### src/rtl/pc_branch_unit.sv
// Program counter and branch-resolution stage of the monocycle core.
// Resolves branch/jump redirects and keeps a sticky misaligned flag and a saturating redirect count.
module pc_branch_unit #(
  parameter int unsigned     WIDTH     = 32,
  parameter logic [WIDTH-1:0] RESET_PC = '0,
  parameter int unsigned     CNT_WIDTH = 32
) (
  input  logic                 clk_i,
  input  logic                 resetn_i,
  input  logic                 enable_i,
  input  logic                 clear_i,
  input  logic                 branch_i,
  input  logic                 jal_i,
  input  logic                 jalr_i,
  input  logic [2:0]           funct3_i,
  input  logic                 equal_i,
  input  logic                 lesser_s_i,
  input  logic                 lesser_u_i,
  input  logic [WIDTH-1:0]     imm_i,
  input  logic [WIDTH-1:0]     rs1_i,
  output logic [WIDTH-1:0]     pc_o,
  output logic [WIDTH-1:0]     pc_plus4_o,
  output logic                 taken_o,
  output logic [WIDTH-1:0]     target_o,
  output logic                 misaligned_o,
  output logic [CNT_WIDTH-1:0] taken_count_o
);

  localparam logic [2:0] F3_BEQ  = 3'b000;
  localparam logic [2:0] F3_BNE  = 3'b001;
  localparam logic [2:0] F3_BLT  = 3'b100;
  localparam logic [2:0] F3_BGE  = 3'b101;
  localparam logic [2:0] F3_BLTU = 3'b110;
  localparam logic [2:0] F3_BGEU = 3'b111;

  logic             cond;
  logic [WIDTH-1:0] jalr_sum;
  logic [WIDTH-1:0] pc_rel;
  logic             target_misaligned;
  logic             update;
  logic             cnt_full;

  // Branch condition decode; reserved codes never take
  always_comb begin
    cond = 1'b0;
    unique case (funct3_i)
      F3_BEQ:  cond = equal_i;
      F3_BNE:  cond = !equal_i;
      F3_BLT:  cond = lesser_s_i;
      F3_BGE:  cond = !lesser_s_i;
      F3_BLTU: cond = lesser_u_i;
      F3_BGEU: cond = !lesser_u_i;
      default: cond = 1'b0;
    endcase
  end

  // Target selection: JALR dominates, JAL and branches share the PC-relative adder
  always_comb begin
    jalr_sum = rs1_i + imm_i;
    pc_rel   = pc_o + imm_i;
    taken_o  = jalr_i | jal_i | (branch_i & cond);
    if (jalr_i) begin
      target_o = {jalr_sum[WIDTH-1:1], 1'b0};
    end else begin
      target_o = pc_rel;
    end
    target_misaligned = taken_o & (target_o[1:0] != 2'b00);
  end

  assign pc_plus4_o = pc_o + WIDTH'(4);
  assign cnt_full   = &taken_count_o;
  // A pending clear releases the freeze within the same cycle
  assign update     = enable_i & (!misaligned_o | clear_i);

  always_ff @(posedge clk_i or negedge resetn_i) begin
    if (!resetn_i) begin
      pc_o          <= RESET_PC;
      misaligned_o  <= 1'b0;
      taken_count_o <= '0;
    end else begin
      if (clear_i) begin
        misaligned_o  <= 1'b0;
        taken_count_o <= '0;
      end
      if (update) begin
        if (!taken_o) begin
          pc_o <= pc_plus4_o;
        end else if (!target_misaligned) begin
          pc_o <= target_o;
          if (!clear_i && !cnt_full) begin
            taken_count_o <= taken_count_o + CNT_WIDTH'(1);
          end
        end else if (!clear_i) begin
          misaligned_o <= 1'b1;
        end
      end
    end
  end

endmodule

### config.mk
export PLATFORM = sky130hd
export DESIGN_NAME = pc_branch_unit
export DESIGN_NICKNAME = d
export VERILOG_FILES = /design/src/rtl/pc_branch_unit.sv
export SDC_FILE = /design/constraint.sdc
export NUM_CORES = 1
export LEC_CHECK = 0
export ABC_AREA = 1
export CORE_UTILIZATION = 31
export CTS_CLUSTER_DIAMETER = 30
export DETAILED_ROUTE_END_ITERATION = 8
export SETUP_SLACK_MARGIN = 0.02
export SYNTH_ARGS = -nofsm -noshare
export SYNTH_HDL_FRONTEND = slang
export SYNTH_SLANG_ARGS = --single-unit
### constraint.sdc
create_clock -name clk_i -period 4.5 [get_ports clk_i]
set_input_delay 0.9 -clock clk_i [delete_from_list [all_inputs] [get_ports clk_i]]
set_output_delay 0.9 -clock clk_i [all_outputs]
set_load 0.02 [all_outputs]
* Word level (Yosys, flattened, before mapping)
Cells that the tools add are included.
** Storage, ports and cells
- Bits in registers :: 65
- Logic and storage cells :: 44
** Operators by class
- Add/subtract/negate cells :: 4
- Equality and inequality tests :: 6
- Multiplexer cells :: 14
- Bitwise gates (word level) :: 6
- Reductions and logical operators :: 11
** Operators with widths (number)
- 32-bit two-way mux :: 8
- 32-bit adder :: 2
- 32-bit by 1-bit adder with 32-bit output, second input constant :: 1
- 32-bit by 3-bit adder with 32-bit output, second input constant :: 1
- 32-bit AND reduction :: 1
- 3-bit equality test, second input constant :: 4
- 1-bit zero test :: 6
- 1-bit case mux with 6 select lines :: 1
- 1-bit two-way mux :: 5
- 1-bit AND :: 3
- 3-bit by 1-bit equality test with 1-bit output, second input constant :: 1
- 3-bit zero test :: 1
- 1-bit OR :: 3
- 2-bit inequality test, second input constant :: 1
- 2-bit AND reduction :: 1
- 2-bit nonzero test :: 1
- 1-bit logical AND :: 1

* Longest topological paths before layout
- Depth in word-level cells :: 8
- Mapped depth :: 16
- Gate-level depth less buffers :: 16

* Worst setup path after synthesis
Ideal clock, no wire load.
- Kind :: input -> output
- Start :: input port imm_i[0]
- End :: output port target_o[14]
- Arrival :: 2.498 ns
- Data required time :: 3.600 ns
- Setup slack :: 1.102 ns
- Stages :: 9
- Buffers on the path :: 0
- Cell sequence :: ha_1 > fa_1 > nand2_1 > o21ai_2 > nand2_1 > nand2_1 > nand2_1 > a21oi_1 > o21ai_0
** On the way
- Word-level cells in the longest chain between the ends :: 2
- Elaborated cells between the ends (all ways) :: 3
- Those cells by class :: 2 x add/sub; 1 x mux
** Ends and longest elaborated chain
- from (decl) :: RTL line 19 : input logic [WIDTH-1:0] imm_i,
- 32-bit adder (on tied branches) :: RTL line 60, 59
- 32-bit two-way mux * :: RTL line 62 : if (jalr_i) begin
- to (decl) :: RTL line 24 : output logic [WIDTH-1:0] target_o,
Mark *: on every way between the ends. The rest lies on a longest branch, timed or not.

* Worst setup path after layout
- Start :: input port imm_i[1]
- End :: output port target_o[10]
Same word-level chain as after synthesis.

==> flow_summary_export.csv <==
group,metric,value,unit
status,outcome,"complete, no violations",
critical_path,r2r_slack,1860,ps
critical_path,ff2ff_path_depth,11,
global_route,antenna_found_initial,1,
detailed_routing,via_count,11900,
clock_network,cts_sinks,65,
placement,place.gp.congestion,0.963,
synth,avgSynthCellArea,5.52,sq um
timing,slew_violations,0,
finish,drive_above_1_share,10.2,%
power,total_power,5.28,mW
timing,timing.setup.tns,0,ps
critical_path,end_kind,"output port",
global_route,grt_max_degree,66,
timing,clock.fmax,232,MHz
global_route,grt_remaining_overflow,0,
synth,ys_types,46,
critical_path,crit_path_top_delay_cell,"clkdlybuf4s50_1",
synth,synth_top_area_share,24.4,%
worst_hold_path,holdCritPathClass,"register to register",
finish,fin_nets,2179,
finish,fin_area,13200,sq um
timing,tightest_slew,958,ps
timing,slew_headroom,36.1,%
worst_hold_path,holdPathEnd,"taken_count_o[0]",
synth,synth_edf_count,0,
global_route,grt.total_usage,25.6,%
critical_path,cp_cell_sequence,"clkdlybuf4s50_1, buf_4, fa_1, buf_4, nand3_1, nand3_1, o21ai_0, o21ai_0, dlygate4sd2_1",
floorplanning,rows,63,
critical_path,crit_required,3600,ps
detailed_routing,vias_per_cell,4.87,
critical_path,cp_max_fo,4,
critical_path,timing.rr.start,"pc_o[0]",
timing,rsz0062_at_grt,"false",
clock_network,clkTransAtPathRegs,60,ps
clock_network,clockBufferDepth,2,
floorplanning,dieArea,31300,sq um
finish,diodes,0,
floorplanning,pin_count,207,
placement,placed_area,12800,sq um
clock_network,clk_root_buffer_cell,"clkbuf_16",
synth,synthCells,1720,
worst_hold_path,min_delay_path_depth,1,
finish,seq_area,1630,sq um
detailed_routing,routed_wl,40400,microns
synth,syn_nets,1862,
timing,hold_viol_final,0,
critical_path,r2r_end,"pc_o[9]",
timing,fin_crit_sh,95.6,%
floorplanning,die_y,177,microns
finish,multi_input_area,6800,sq um
synth,yosysTopAreaCell,"nand2_1",
global_route,grt_pass1_vias,11000,
critical_path,start_kind,"input pin",
clock_network,clk_latency,350,ps
synth,async_flop_share,100,%
timing,fin_crit,4300,ps
synth,ys_warn_count,0,
finish,area_growth,39.0,%
floorplanning,die_w,177,microns
critical_path,criticalPathCategory,"input pin to output port",
critical_path,max_stage_delay,480,ps
run,maxCapViolCount,0,
synth,synth-main-ff-cell,"dfrtp_1",
clock_network,cts_setup_buffers,0,
worst_hold_path,worstHoldStart,"taken_count_o[0]",
synth,ys_ff_latch,65,
power,power_density,400,nW/um^2
detailed_routing,drc,0,
floorplanning,initial_core_util,31.8,%
detailed_routing,wl_per_cell,16.6,microns
placement,portBuffers,206,
clock_network,cts_tree,"yes",
placement,dp_hpwl,33700,microns
finish,num-fill-cells,3255,
power,cellLeakagePower,7.01,nW
detailed_routing,drt-initial-drc-count,970,
clock_network,cts_max_level,3,
timing,finalSetupViolCount,0,
floorplanning,fp.coreArea,29900,sq um
detailed_routing,first_pass_iters,7,
synth,synthesis.area,9500,sq um
global_route,grt_pass1_wl,61500,microns
synth,synthTopCellsByArea,"nand2_1, dfrtp_1, inv_1",
synth,ys_seq_area_share,17.1,%
clock_network,postCtsHoldBufs,0,
timing,clock_skew,12.8,ps
detailed_routing,ant_nets,0,
clock_network,cts_made_buffers,9,
critical_path,worstPathArrival,3400,ps
power,ir_drop,0.341,mV
## power breakdown
part,leakage [nW],switching (mW),internal (mW)
logic,6.04,2.19,1.47
registers,0.843,0.255,0.683
clock network,0.130,0.304,0.380
## kinds of logic (layout without fill, tap and decap cells)
group / count (synthesis) / in the layout / share of synthesized area [%]
AOI/OAI and AO/OA: 183 / 183 / 10.2
xor gates and xnor gates: 37 / 37 / 3.49
adders and majority gates: 65 / 65 / 8.72
buffers and inverters: 296 / 618 / 12.3
DFF: 65 / 65 / 17.1
and+or+nand+nor: 1074 / 1074 / 48.1
## how the worst max path moves through the flow
stage                  start      endpoint  cells past startpoint
floorplan           imm_i[0]  target_o[14]                      9
global placement    imm_i[0]   target_o[8]                     13
detailed placement  imm_i[0]   target_o[8]                     13
CTS                 imm_i[8]  target_o[11]                     10
global route        imm_i[2]  target_o[17]                     15
finish              imm_i[1]  target_o[10]                      9
## layout make-up
cell class | instances | area share (%)
multi-input cells | 1359 | 51.5
repair buffers | 333 | 22.7
well taps | 390 | 3.70
inverters | 269 | 7.65
clock buffers | 10 | 1.73
clock inverters | 6 | 0.379
flip-flops and latches | 65 | 12.3
## what timing repair did
action,in CTS,in global routing
gates cloned,0,0
endpoints found under the setup margin,22,15
hold endpoints to repair,0,0
gates resized for setup,33,21
## sequential cells by signal (all words and copies together), names as in the netlist
name	cells
misaligned_o	1
pc_o	32
taken_count_o	32
## per-stage QoR
step                setup slack (ps)  utilization (%)  hold slack [ps]  instances
floorplan                       1100                -              604       1720
global placement                -255             43.0              511       2416
detailed placement              -307             43.0              521       2416
CTS                             34.3             44.1              528       2432
global route                    22.1             44.2              563       2432
finish                           196             44.2              524       2432
## routing by layer
| metal | vias to the layer above | track usage, % | wire length, microns |
|---|---|---|---|
| met3 | 43 | 3.37 | 2110 |
| met5 | - | 0 | 13 |
| met1 | 5359 | 34.9 | 19000 |
| met2 | 345 | 42.3 | 18300 |
| met4 | 2 | 6.57 | 977 |
| li1 | 6105 | - | - |
## synth_stat cells (2+ instances only)
library cell,instances
nand3b_1,7
xor2_1,29
nor2_4,5
inv_2,10
nand3_1,132
nor3_2,2
nand3_2,3
a21o_1,3
and2_1,6
a21oi_1,100
xnor2_1,7
buf_1,3
nand2_2,10
o21bai_1,8
o21ai_0,55
clkbuf_1,6
nor4_1,5
buf_4,4
nor2_1,199
nand2_1,617
fa_1,2
nor2_2,9
nand2_4,3
dfrtp_1,65
nand4_1,39
ha_1,63
inv_1,259
buf_6,4
a31oi_1,6
o22ai_1,6
buf_2,10
nor3_1,29
## worst max-delay path, delay by kind of cell
kind | cells | cell delay, ps
buffers and inverters | 4 | 1190
AOI/OAI and AO/OA | 2 | 590
adders and majority gates | 1 | 430
and+or+nand+nor | 2 | 280
## cell usage in the layout, fill, tap and decap left out, drive strengths merged, types with 31 or more instances in the layout
| master | netlist | routed |
|---|---|---|
| clkdlybuf4s50 | 0 | 178 |
| nand4 | 40 | 40 |
| ha | 63 | 63 |
| buf | 21 | 128 |
| inv | 269 | 272 |
| nand3 | 135 | 135 |
| o21ai | 57 | 57 |
| nand2 | 630 | 630 |
| dfrtp | 65 | 65 |
| nor2 | 214 | 214 |
| nor3 | 31 | 31 |
| a21oi | 100 | 100 |
No activity file was read; power rests on OpenSTA's default activity.
